===== src/rtl/mar_pkg.sv =====
`default_nettype none
// ============================================================================
// Module   : mar_pkg
// Purpose  : Shared types and constants for the memory-address-register unit:
//            controller state encoding, default geometry and the canonical
//            address-source indices used by the datapath.
// Ports    : none (package)
// Config   : none
// Revision : 1.0 - initial release
// ============================================================================
package mar_pkg;

    // Controller states: IDLE holds/increments the MAR, REQ presents it to memory.
    typedef enum logic [0:0] {
        IDLE = 1'b0,
        REQ  = 1'b1
    } mar_state_e;

    // Default geometry.
    localparam int MAR_ADDR_W_DEF  = 8;
    localparam int MAR_NUM_SRC_DEF = 3;

    // Canonical address-source slots in the packed source bus.
    localparam int SRC_PC   = 0;
    localparam int SRC_DBUS = 1;
    localparam int SRC_IR   = 2;

endpackage : mar_pkg
`default_nettype wire


===== src/rtl/mar_src_mux.sv =====
`default_nettype none
// ============================================================================
// Module   : mar_src_mux
// Purpose  : Combinational N-to-1 address-source selector. An out-of-range
//            select yields an all-zero address and raises 'invalid'.
// Ports    : src_addr [NUM_SRC*ADDR_W] in  packed sources, slot i at i*ADDR_W
//            sel      [SEL_W]          in  source index
//            addr_out [ADDR_W]         out selected address (0 if invalid)
//            invalid                   out sel >= NUM_SRC
// Config   : none
// Revision : 1.0 - initial release
// ============================================================================
module mar_src_mux #(
    parameter  int ADDR_W  = 8,
    parameter  int NUM_SRC = 3,
    localparam int SEL_W   = $clog2(NUM_SRC)
) (
    input  logic [NUM_SRC*ADDR_W-1:0] src_addr,
    input  logic [SEL_W-1:0]          sel,
    output logic [ADDR_W-1:0]         addr_out,
    output logic                      invalid
);

    logic [ADDR_W-1:0] src_arr [NUM_SRC];

    generate
        for (genvar i = 0; i < NUM_SRC; i++) begin : g_unpack
            assign src_arr[i] = src_addr[i*ADDR_W +: ADDR_W];
        end
    endgenerate

    // Compare against every legal index instead of indexing the array with
    // sel directly, so an out-of-range select can never read past the array
    // and naturally falls through to zero.
    always_comb begin
        addr_out = '0;
        invalid  = ({1'b0, sel} >= (SEL_W+1)'(NUM_SRC));
        for (int i = 0; i < NUM_SRC; i++) begin
            if (sel == SEL_W'(i)) begin
                addr_out = src_arr[i];
            end
        end
    end

endmodule : mar_src_mux
`default_nettype wire


===== src/rtl/mar_addr_unit.sv =====
`default_nettype none
// ============================================================================
// Module   : mar_addr_unit
// Purpose  : Memory address register with source select, in-place increment,
//            valid/ready request tracking and optional post-increment on
//            request acceptance.
// Ports    : clk, rst_n (async, active-low)
//            src_addr [NUM_SRC*ADDR_W] in  packed address sources
//            src_sel  [SEL_W]          in  source index, sampled with load
//            load                      in  capture source, open request
//            inc                       in  MAR += 1, no request
//            auto_inc                  in  post-increment on accept (macro)
//            mem_req_valid             out request pending
//            mem_req_ready             in  memory accepts request
//            mar_addr [ADDR_W]         out current MAR (registered)
//            busy                      out same as mem_req_valid
//            sel_err                   out one-cycle pulse after bad src_sel
// Config   : MAR_AUTOINC_EN - when defined, auto_inc sampled at the accepting
//            edge post-increments the MAR; otherwise auto_inc is ignored.
// Revision : 1.0 - initial release
// ============================================================================
module mar_addr_unit
    import mar_pkg::*;
#(
    parameter  int ADDR_W  = MAR_ADDR_W_DEF,
    parameter  int NUM_SRC = MAR_NUM_SRC_DEF,
    localparam int SEL_W   = $clog2(NUM_SRC)
) (
    input  logic                      clk,
    input  logic                      rst_n,
    input  logic [NUM_SRC*ADDR_W-1:0] src_addr,
    input  logic [SEL_W-1:0]          src_sel,
    input  logic                      load,
    input  logic                      inc,
    input  logic                      auto_inc,
    output logic                      mem_req_valid,
    input  logic                      mem_req_ready,
    output logic [ADDR_W-1:0]         mar_addr,
    output logic                      busy,
    output logic                      sel_err
);

    mar_state_e        state_q, state_d;
    logic [ADDR_W-1:0] mar_q, mar_d;
    logic              valid_q, valid_d;
    logic              sel_err_q, sel_err_d;

    logic [ADDR_W-1:0] mux_addr;
    logic              mux_invalid;
    logic              accept;
    logic              post_inc;

    mar_src_mux #(
        .ADDR_W  (ADDR_W),
        .NUM_SRC (NUM_SRC)
    ) u_src_mux (
        .src_addr (src_addr),
        .sel      (src_sel),
        .addr_out (mux_addr),
        .invalid  (mux_invalid)
    );

`ifdef MAR_AUTOINC_EN
    assign post_inc = auto_inc;
`else
    // auto_inc stays on the port list so the interface is build-independent.
    logic unused_auto_inc;
    assign unused_auto_inc = auto_inc;
    assign post_inc        = 1'b0;
`endif

    // ready is only meaningful while a request is outstanding.
    assign accept = valid_q && mem_req_ready;

    always_comb begin
        state_d   = state_q;
        mar_d     = mar_q;
        valid_d   = valid_q;
        sel_err_d = 1'b0;

        case (state_q)
            IDLE: begin
                if (load) begin
                    mar_d     = mux_addr;
                    sel_err_d = mux_invalid;
                    valid_d   = 1'b1;
                    state_d   = REQ;
                end else if (inc) begin
                    mar_d = mar_q + ADDR_W'(1);
                end
            end
            REQ: begin
                // Address is frozen until accepted; load/inc without an
                // accept are dropped.
                if (accept) begin
                    if (load) begin
                        // Back-to-back request: stay in REQ with no bubble.
                        mar_d     = mux_addr;
                        sel_err_d = mux_invalid;
                    end else begin
                        valid_d = 1'b0;
                        state_d = IDLE;
                        if (post_inc) begin
                            mar_d = mar_q + ADDR_W'(1);
                        end
                    end
                end
            end
            default: begin
                state_d = IDLE;
                valid_d = 1'b0;
            end
        endcase
    end

    always_ff @(posedge clk or negedge rst_n) begin
        if (!rst_n) begin
            state_q   <= IDLE;
            mar_q     <= '0;
            valid_q   <= 1'b0;
            sel_err_q <= 1'b0;
        end else begin
            state_q   <= state_d;
            mar_q     <= mar_d;
            valid_q   <= valid_d;
            sel_err_q <= sel_err_d;
        end
    end

    assign mar_addr      = mar_q;
    assign mem_req_valid = valid_q;
    assign busy          = valid_q;
    assign sel_err       = sel_err_q;

endmodule : mar_addr_unit
`default_nettype wire


===== config.mk =====
export PLATFORM = sky130hd
export DESIGN_NAME = mar_addr_unit
export DESIGN_NICKNAME = d
export VERILOG_FILES = /design/src/rtl/mar_pkg.sv /design/src/rtl/mar_src_mux.sv /design/src/rtl/mar_addr_unit.sv
export SDC_FILE = /design/constraint.sdc
export NUM_CORES = 1
export LEC_CHECK = 0
export CORE_UTILIZATION = 30
export DETAILED_ROUTE_END_ITERATION = 10
export GPL_TIMING_DRIVEN = 0
export PLACE_DENSITY = 0.67
export SETUP_SLACK_MARGIN = 0.02
export SLEW_MARGIN = 25
export SYNTH_ARGS = -nofsm -noshare
export SYNTH_HDL_FRONTEND = slang
export SYNTH_SLANG_ARGS = --single-unit

===== constraint.sdc =====
create_clock -name clk -period 1.4 [get_ports clk]
set_input_delay 0.28 -clock clk [delete_from_list [all_inputs] [get_ports clk]]
set_output_delay 0.28 -clock clk [all_outputs]
set_load 0.005 [all_outputs]

# --- After elaboration in Yosys (flattened, before gate mapping) ---
# Index checks and enable logic that the tools add are counted.
totals:
  ff_bits: 11
  latchBits: 0
  mem_bits_rw: 0
  romBits: 0
  input_bits: 32
  out_inout_bits: 11
  wordCells: 36
  memories: 0
op_classes:
  n_addsub: 1
  mul: 0
  div: 0
  n_lt_le_gt_ge: 1
  eq_ne: 7
  shifts: 0
  mux: 18
  bitwise_logic: 1
  reduce_logical: 4
op_table:
  columns: ["cell", "n"]
  rows:
  - ["two-way mux 8 bit", 7]
  - ["one-hot mux 8 bit (2 select lines)", 1]
  - ["adder 8 x 1 -> 8 bit (second input constant)", 1]
  - ["two-way mux 1 bit", 7]
  - ["inequality test 2 bit (second input constant)", 3]
  - ["one-hot mux 1 bit (2 select lines)", 3]
  - ["AND reduction 3 bit", 2]
  - ["inequality test 3 bit (second input constant)", 1]
  - ["== test 2 x 1 -> 1 bit (second input constant)", 1]
  - ["== test 2 bit (second input constant)", 1]
  - ["greater-or-equal comparator 2 bit (second input constant)", 1]
  - ["zero test 2 bit", 1]
  - ["inequality test 2 x 1 -> 1 bit (second input constant)", 1]
  - ["logical AND 1 bit", 1]
  - ["NOT 1 bit", 1]

# --- Logic depth before layout (Yosys ltp) ---
depth:
  word_depth: 7
  ltp_mapped: 6
  mapped_depth_nobuf: 5

# --- Cells and area by module ---
# A second synthesis with hierarchy kept.
unflattened:
  cells_unflattened: 90
  area_unflattened_um2: 869.6
by_module_without_submodules:
  columns: ["mod", "n_inst", "cells_each", "area_each_um2", "seq_area_each_um2"]
  rows:
  - ["mar_addr_unit", 1, 69, 660.6, 275.3]
  - ["mar_src_mux", 1, 21, 209.0, 0.0]

# --- Least setup slack after synthesis ---
# Ideal clock, no wire load.
synth_timing:
  kind: "reg-to-reg"
  from: "register state_q"
  to: "register mar_q[0] (netlist: mar_addr[0])"
  setup_time_ps: 127
  arrival_time_ps: 1316
  required_time_ps: 1273
  setup_slack_ps: -43
  path_stages_with_launch: 5
  path_buffers: 0
  period_less_slack_ps: 1443
  cell_sequence: "dfrtp_1 -> ha_1 -> nor3_2 -> mux2i_1 -> o31ai_1"
synth_via:
  elab_chain_cells: 3
  word_cells_on_any_way: 6
  cone_classes: "eq/ne (3); mux (1); bitwise (1); reduce/logical (1)"
synth_rtl:
  columns: ["element", "line", "rtl"]
  rows:
  - ["start, declared", "mar_addr_unit.sv:43", "mar_state_e state_q, state_d;"]
  - ["start signal, assigned", "mar_addr_unit.sv:123", "state_q <= state_d;"]
  - ["NOT 1 bit", null, null]
  - ["inequality test 3 bit (no source line)", null, null]
  - ["AND reduction 3 bit (no source line)", null, null]
  - ["end signal, assigned", "mar_addr_unit.sv:124", "mar_q <= mar_d;"]
  - ["end, declared", "mar_addr_unit.sv:44", "logic [ADDR_W-1:0] mar_q, mar_d;"]
# Parallel ways exist; a longest one is shown, timed or not.
# A chain may end at the register's enable or synchronous reset.

# --- Worst setup path in the final report ---
layout_timing:
  from: "register state_q"
  to: "register mar_q[4] (netlist: mar_addr[4])"
# Same word-level chain as after synthesis.

==> summary.md <==
| Metric | Value |
|---|---|
| Top-area cell type share of the netlist area | 0.344 |
| Syn avg cell area | 9.10 µm² |
| Chip Width | 53.7 µm |
| Hold Violations, Final | 0 |
| Initial DRC Count | 15 |
| Area Overhead vs Synth | 82.8% |
| IO Pins | 43 |
| Core Box Area | 2500 µm² |
| Antenna violations before repair | 0 |
| Syn nets | 122 |
| Post-route ant nets | 0 |
| Nets | 181 |
| Achievable clock frequency | 0.682 GHz |
| Cells after DPL | 158 |
| Finished Cell Area | 1460 µm² |
| Die area | 2880 µm² |
| Drt first pass iters | 4 |
| Async SR Flop Fraction | 1.00 |
| Antenna cells | 0 |
| Die Y | 53.7 µm |
| Synth area leaders | dfrtp_1 34%, mux2i_1 6.3%, a21oi_1 5.0%, o21ai_0 4.4%, mux2_2 4.2% |
| Via-per-instance ratio | 5.26 |
| GRT Overall Usage | 0.172 |
| Crit Path Max Fanout | 6 |
| P_leak | 0.625 nW |
| CTS tree | built |
| Max Cap Violations | 0 |
| Final min period | 1.47 ns |
| Post-route insts no fill | 176 |
| Slew HR | 0.659 |
| Buffers on Ports | 40 |
| Final worst slack | -0.0672 ns |
| Via count | 926 |
| Drt drc | 0 |
| Worst ir drop on vdd | 0.000910 V |
| Clock transition at path regs | 0.07 ns |
| Pwr dens | 1380 nW/µm² |
| WL final | 2.60 mm |
| Placed inst area | 1250 µm² |
| Clock Tree Buf Depth | 2 |
| Final GP Congestion | 0.847 |
| Remaining Overflow, GRT | 0 |
| Tot Pwr | 0.00201 W |
| Register area share after synthesis | 0.344 |
| Avg WL per Cell | 14.8 µm |
| First-pass GRT wire length | 3.50 mm |
| DP HPWL | 1.80 mm |
| Critical Path Sink Type | flop |
| Vias in the first global route | 807 |
| CP startpoint kind | flop |
| EDFF count, synth | 0 |
| Slew Limit Fails | 0 |
| Fraction of layout cells with a size suffix above 1 | 0.329 |
| Row cnt | 18 |
| Worst slew pin tran | 0.510 ns |
| Kind of critical path | flop to flop |
| Hold Crit Class | input pin to flop |
| Clock Latency Late Sink | 0.26 ns |
| Yosys reg bits | 11 |
| Clock Skew | 0.00260 ns |
| Largest net degree at the start of global routing | 12 |
| Cts bufs inserted | 3 |
| Unrepaired setup endpoints after global routing | yes |
| Crit path DAT | 1.66 ns |
| Num Clock Sinks | 11 |
| Synthesis warning total | 0 |
| CTS Hold Bufs | 0 |
| Failing checks | negative setup slack |
| Final period utilization | 1.05 |
| Outcome | finished, violations left |
| Root Buffer Master | clkbuf_4 |
| Starting Density | 0.320 |
| CTS H-tree depth | 1 |
| Cells after synthesis | 88 |
| Post-synth top area cell | dfrtp_1 |
| Most frequent cells in the layout | 27 x clkdlybuf4s50_1, 16 x buf_4, 12 x dlygate4sd2_1 |
| Yosys cell types | 34 |
| Commonest non-fill, non-tap cell in the layout | clkdlybuf4s50_1 |
| Setup violations, final | 6 |
| Mapped cell area | 801 µm² |
| CP required | 1.59 ns |
| Main synth FF type | dfrtp_1 |
-- worst paths after layout --
kind | start | to | slack, ns | cells past startpoint
max | state_q | mar_addr[4] | -0.07 | 4
min | src_sel[0] | sel_err | 0.33 | 3
max reg2reg | state_q | mar_addr[4] | -0.07 | 4
min reg2reg | mar_addr[7] | mar_addr[7] | 0.63 | 3
max in group asynchronous | rst_n | state_q | 0.67 | 1
min in group asynchronous | rst_n | mar_addr[7] | 0.35 | 1
-- cell usage after synthesis, types with 3 or more instances --
cell     number
nor2_1        7
dfrtp_1      11
buf_2         3
a21oi_1       8
inv_1         3
nand3_1       6
mux2i_1       5
o21ai_0       7
mux2_2        3
nand2_1       4
-- logic make-up (layout without fill, tap and decap cells) --
kind of cell / count (synthesis) / count (layout) / share of synthesized area
flip-flops: 11 / 11 / 0.344
multiplexers: 9 / 9 / 0.123
AO/OA/AOI/OAI: 33 / 33 / 0.291
buffers and inverters: 8 / 66 / 0.0562
AND/OR/NAND/NOR: 25 / 25 / 0.155
adder cells (fa/ha/maj): 2 / 2 / 0.0312
-- cell type report --
cell class | count | area (µm²)
well taps | 30 | 37.5
flip-flops and latches | 11 | 279
fillers | 239 | 1040
multi-input cells | 69 | 576
clock buffers | 4 | 26.3
repair buffers | 55 | 503
inverters | 3 | 11.3
plain buffers | 4 | 31.3
-- through the flow --
| step | TNS (ns) | util | worst slack [ns] | hold WS [ns] |
|---|---|---|---|---|
| global route | -0.469 | 0.586 | -0.0963 | 0.320 |
| global placement | -4.24 | 0.502 | -0.549 | 0.540 |
| CTS | -0.203 | 0.570 | -0.0981 | 0.325 |
| floorplan | 0 | - | 0.00535 | -0.0156 |
| finish | -0.202 | 0.586 | -0.0672 | 0.326 |
| detailed placement | -4.49 | 0.502 | -0.586 | 0.543 |
-- power breakdown --
group / internal, W / total [W] / leakage [nW] / switching (W)
Sequential: 0.000459 / 0.000551 / 0.127 / 0.0000918
Combinational: 0.000708 / 0.00125 / 0.483 / 0.000539
Clock: 0.000110 / 0.000215 / 0.0150 / 0.000105
-- worst max-delay path, stage by stage, from the launching register on --
cell and delay, ns:
dfrtp_2 0.47, a21boi_4 0.18, or3_4 0.46, a21oi_4 0.14
a2bb2oi_2 0.14
-- registers in the layout (all words and copies together) (netlist names) --
signal,cells
sel_err,1
mar_addr,8
busy,1
state_q,1
-- repair_timing --
action | CTS | global route
pin swaps | 5 | 5
gates resized for setup | 28 | 8
endpoints found under the hold margin | 0 | 0
buffers inserted | 14 | 1
setup endpoints to repair | 18 | 8
-- layer usage --
metal	global-route usage	wire (µm)	vias to the layer above	share of wire
li1	-	-	451	-
met1	0.227	1170	438	0.45
met2	0.288	1240	35	0.48
met3	0.0339	176	2	0.068
met4	0.0395	15	0	0.0058
met5	0	0	-	0
Power figures use the tool's default switching activity.
==> patch (config.mk and constraints unchanged) <==
Make the reset (`rst_n`) synchronous in one clocked block. Comments in the files are not updated.
--- a/src/rtl/mar_addr_unit.sv
+++ b/src/rtl/mar_addr_unit.sv
@@ -114,5 +114,5 @@
     end
 
-    always_ff @(posedge clk or negedge rst_n) begin
+    always_ff @(posedge clk) begin
         if (!rst_n) begin
             state_q   <= IDLE;
Behaviour: differs if rst_n is asserted again (counterexample within 4 cycles, from zero or initial values and one cycle with rst_n low); with rst_n held inactive, the same outputs for 10 cycles.
==> patch against the unedited design <==
The run still ends with setup timing left. Setup slack got worse by 0.035 ns. Sequential cell count did not move. Synthesized cell count rose by 19%. Synthesized area rose by 2.7%. Wire length rose by 3.6%. Final area rose by 0.51%. Critical path depth did not move. Non-clock buffer count rose by 1. Clock skew barely moved. First-iteration DRC count rose by 73%.
Power is not compared: it rests on default switching activity, and its combinational part moved more than twofold at a synthesized area within 25%.
==> patch: results (changes against the unedited design) <==
* Reg-to-Reg Start: state_q$_SDFF_PN0_ (was state_q$_DFF_PN0_)
* Sequential element share of the synthesized area at 0.2679 (was 0.3438)
* Crit-path slowest cell: or3_4 (was dfrtp_2)
* Status: finished, violations left (unchanged)
* Synth top cells by count: 11 x dfxtp_1, 8 x mux2i_1, 8 x nor2_1, 8 x o211ai_1 (was 11 x dfrtp_1, 8 x a21oi_1, 7 x nor2_1, 7 x o21ai_0, 6 x nand3_1)
* Final GP Congestion at 0.8263 (was 0.8465)
* Final Hold Slack at 0.4304 ns (was 0.3259 ns)
* Pin count of the biggest net entering global routing at 11 (was 12)
* WL/cell at 14.17 um (was 14.77 um)
* First DRT Iteration DRCs at 26 (was 15)
* Least-Margin Pin Slew at 0.4238 ns (was 0.5103 ns)
* Critical Path AT at 1.69 ns (was 1.66 ns)
* CP delay by family, top: simple AND/OR/NAND/NOR gates (was flip-flops)
* Pre-CTS setup slack at -0.8570 ns (was -0.5857 ns)
* # setup viols final at 4 (was 6)
* Area contributors post-synth: dfxtp_1 27%, mux2i_1 9.7%, o211ai_1 7.3% (was dfrtp_1 34%, mux2i_1 6.3%, a21oi_1 5.0%)
* Hold Crit Endpoint: sel_err$_SDFF_PN0_ (was sel_err$_DFF_PN0_)
* Failing checks: setup timing (unchanged)
* Mux share of post-synthesis cell area at 0.09741 (was 0.1234)
* Nets at 195 (was 181)
* Setup WS post-layout at -0.1023 ns (was -0.06725 ns)
* Post-Route Skew at 0.003011 ns (was 0.002596 ns)
* Post-synthesis async set-or-reset flop share at 0 (was 1.000)
* Global-route usage over all layers at 0.1963 (was 0.1725)
* Post-synthesis adder-cell area fraction at 0.03044 (was 0.03125)
* Compound-Gate Fraction of Synth Area at 0.2785 (was 0.2906)
==> patch: changes by cell type after synthesis, sizes merged, moves of 3 or more <==
cell,change
dfrtp,-11
dfxtp,+11
o211ai,+8
nand3b,+7
clkbuf,+4
mux2,-4
a21oi,-3
mux2i,+3
nand2,+3
nand4,+3
==> patch: per-layer routing <==
layer / share of wire / track usage / up-vias
met1: 0.43 / 0.2073 / 483
met5: 0 / 0 / -
met2: 0.50 / 0.3516 / 25
li1: - / - / 508
met3: 0.041 / 0.05000 / 8
met4: 0.023 / 0.1068 / 0
==> patch: cell families (layout without fill, tap and decap cells) <==
logic type                 Yosys count  count (layout)
AOI/OAI and AO/OA                   33              33
adders and majority gates            2               2
buffers and inverters               11              66
DFF                                 11              11
muxes                                8               8
and+or+nand+nor                     40              40
==> patch: worst max-delay path by stage <==
| stage | startpoint | endpoint | slack [ns] | cells past startpoint |
|---|---|---|---|---|
| global route | state_q$_SDFF_PN0_ | mar_addr[0]$_SDFFE_PN0P_ | -0.14 | 4 |
| floorplan | state_q$_SDFF_PN0_ | mar_addr[0]$_SDFFE_PN0P_ | -0.07 | 5 |
| CTS | state_q$_SDFF_PN0_ | mar_addr[0]$_SDFFE_PN0P_ | -0.14 | 5 |
| global placement | load | mar_addr[0]$_SDFFE_PN0P_ | -0.79 | 6 |
| detailed placement | load | mar_addr[6]$_SDFFE_PN0P_ | -0.86 | 6 |
| finish | state_q$_SDFF_PN0_ | mar_addr[0]$_SDFFE_PN0P_ | -0.10 | 4 |
==> patch: per-stage QoR <==
step                       TNS, ns  instances  area [um^2]
after floorplan           -0.06753        105        843.3
after global placement      -5.848        173         1261
after detailed placement    -6.151        173         1261
after CTS                  -0.6398        188         1415
after global routing       -0.3345        190         1471
final                      -0.1683        190         1471
==> patch: timing repair <==
action | 4_1_cts | 5_1_grt
endpoints found under the setup margin | 18 | 12
hold buffers | 0 | 0
endpoints found under the hold margin | 0 | 0
cloned | 0 | 1
gates resized for setup | 32 | 15
pin swaps | 2 | 7
setup buffers | 12 | 2
==> patch: worst register-to-register path: cells and delay by family (launching register included) <==
kind             cells  cell delay [ns]
flip-flops           1             0.37
AND/OR/NAND/NOR      2             0.73
AO/OA/AOI/OAI        2             0.32
==> patch: layout make-up <==
type	instances	area, um^2
fill	242	1051
multi-input combinational	83	619.3
timing repair buffer	53	495.5
sequential	11	245.2
buffer	7	40.04
tap	30	37.54
clock buffer	4	26.28
inverter	2	7.507
==> patch: report_power, final <==
group / switching (mW) / internal [mW] / leakage [nW] / total [mW]
Clock: 0.105 / 0.110 / 0.0150 / 0.216
Combinational: 0.176 / 0.253 / 0.524 / 0.429
Sequential: 0.0315 / 0.349 / 0.0957 / 0.380
Total: 0.313 / 0.712 / 0.635 / 1.02
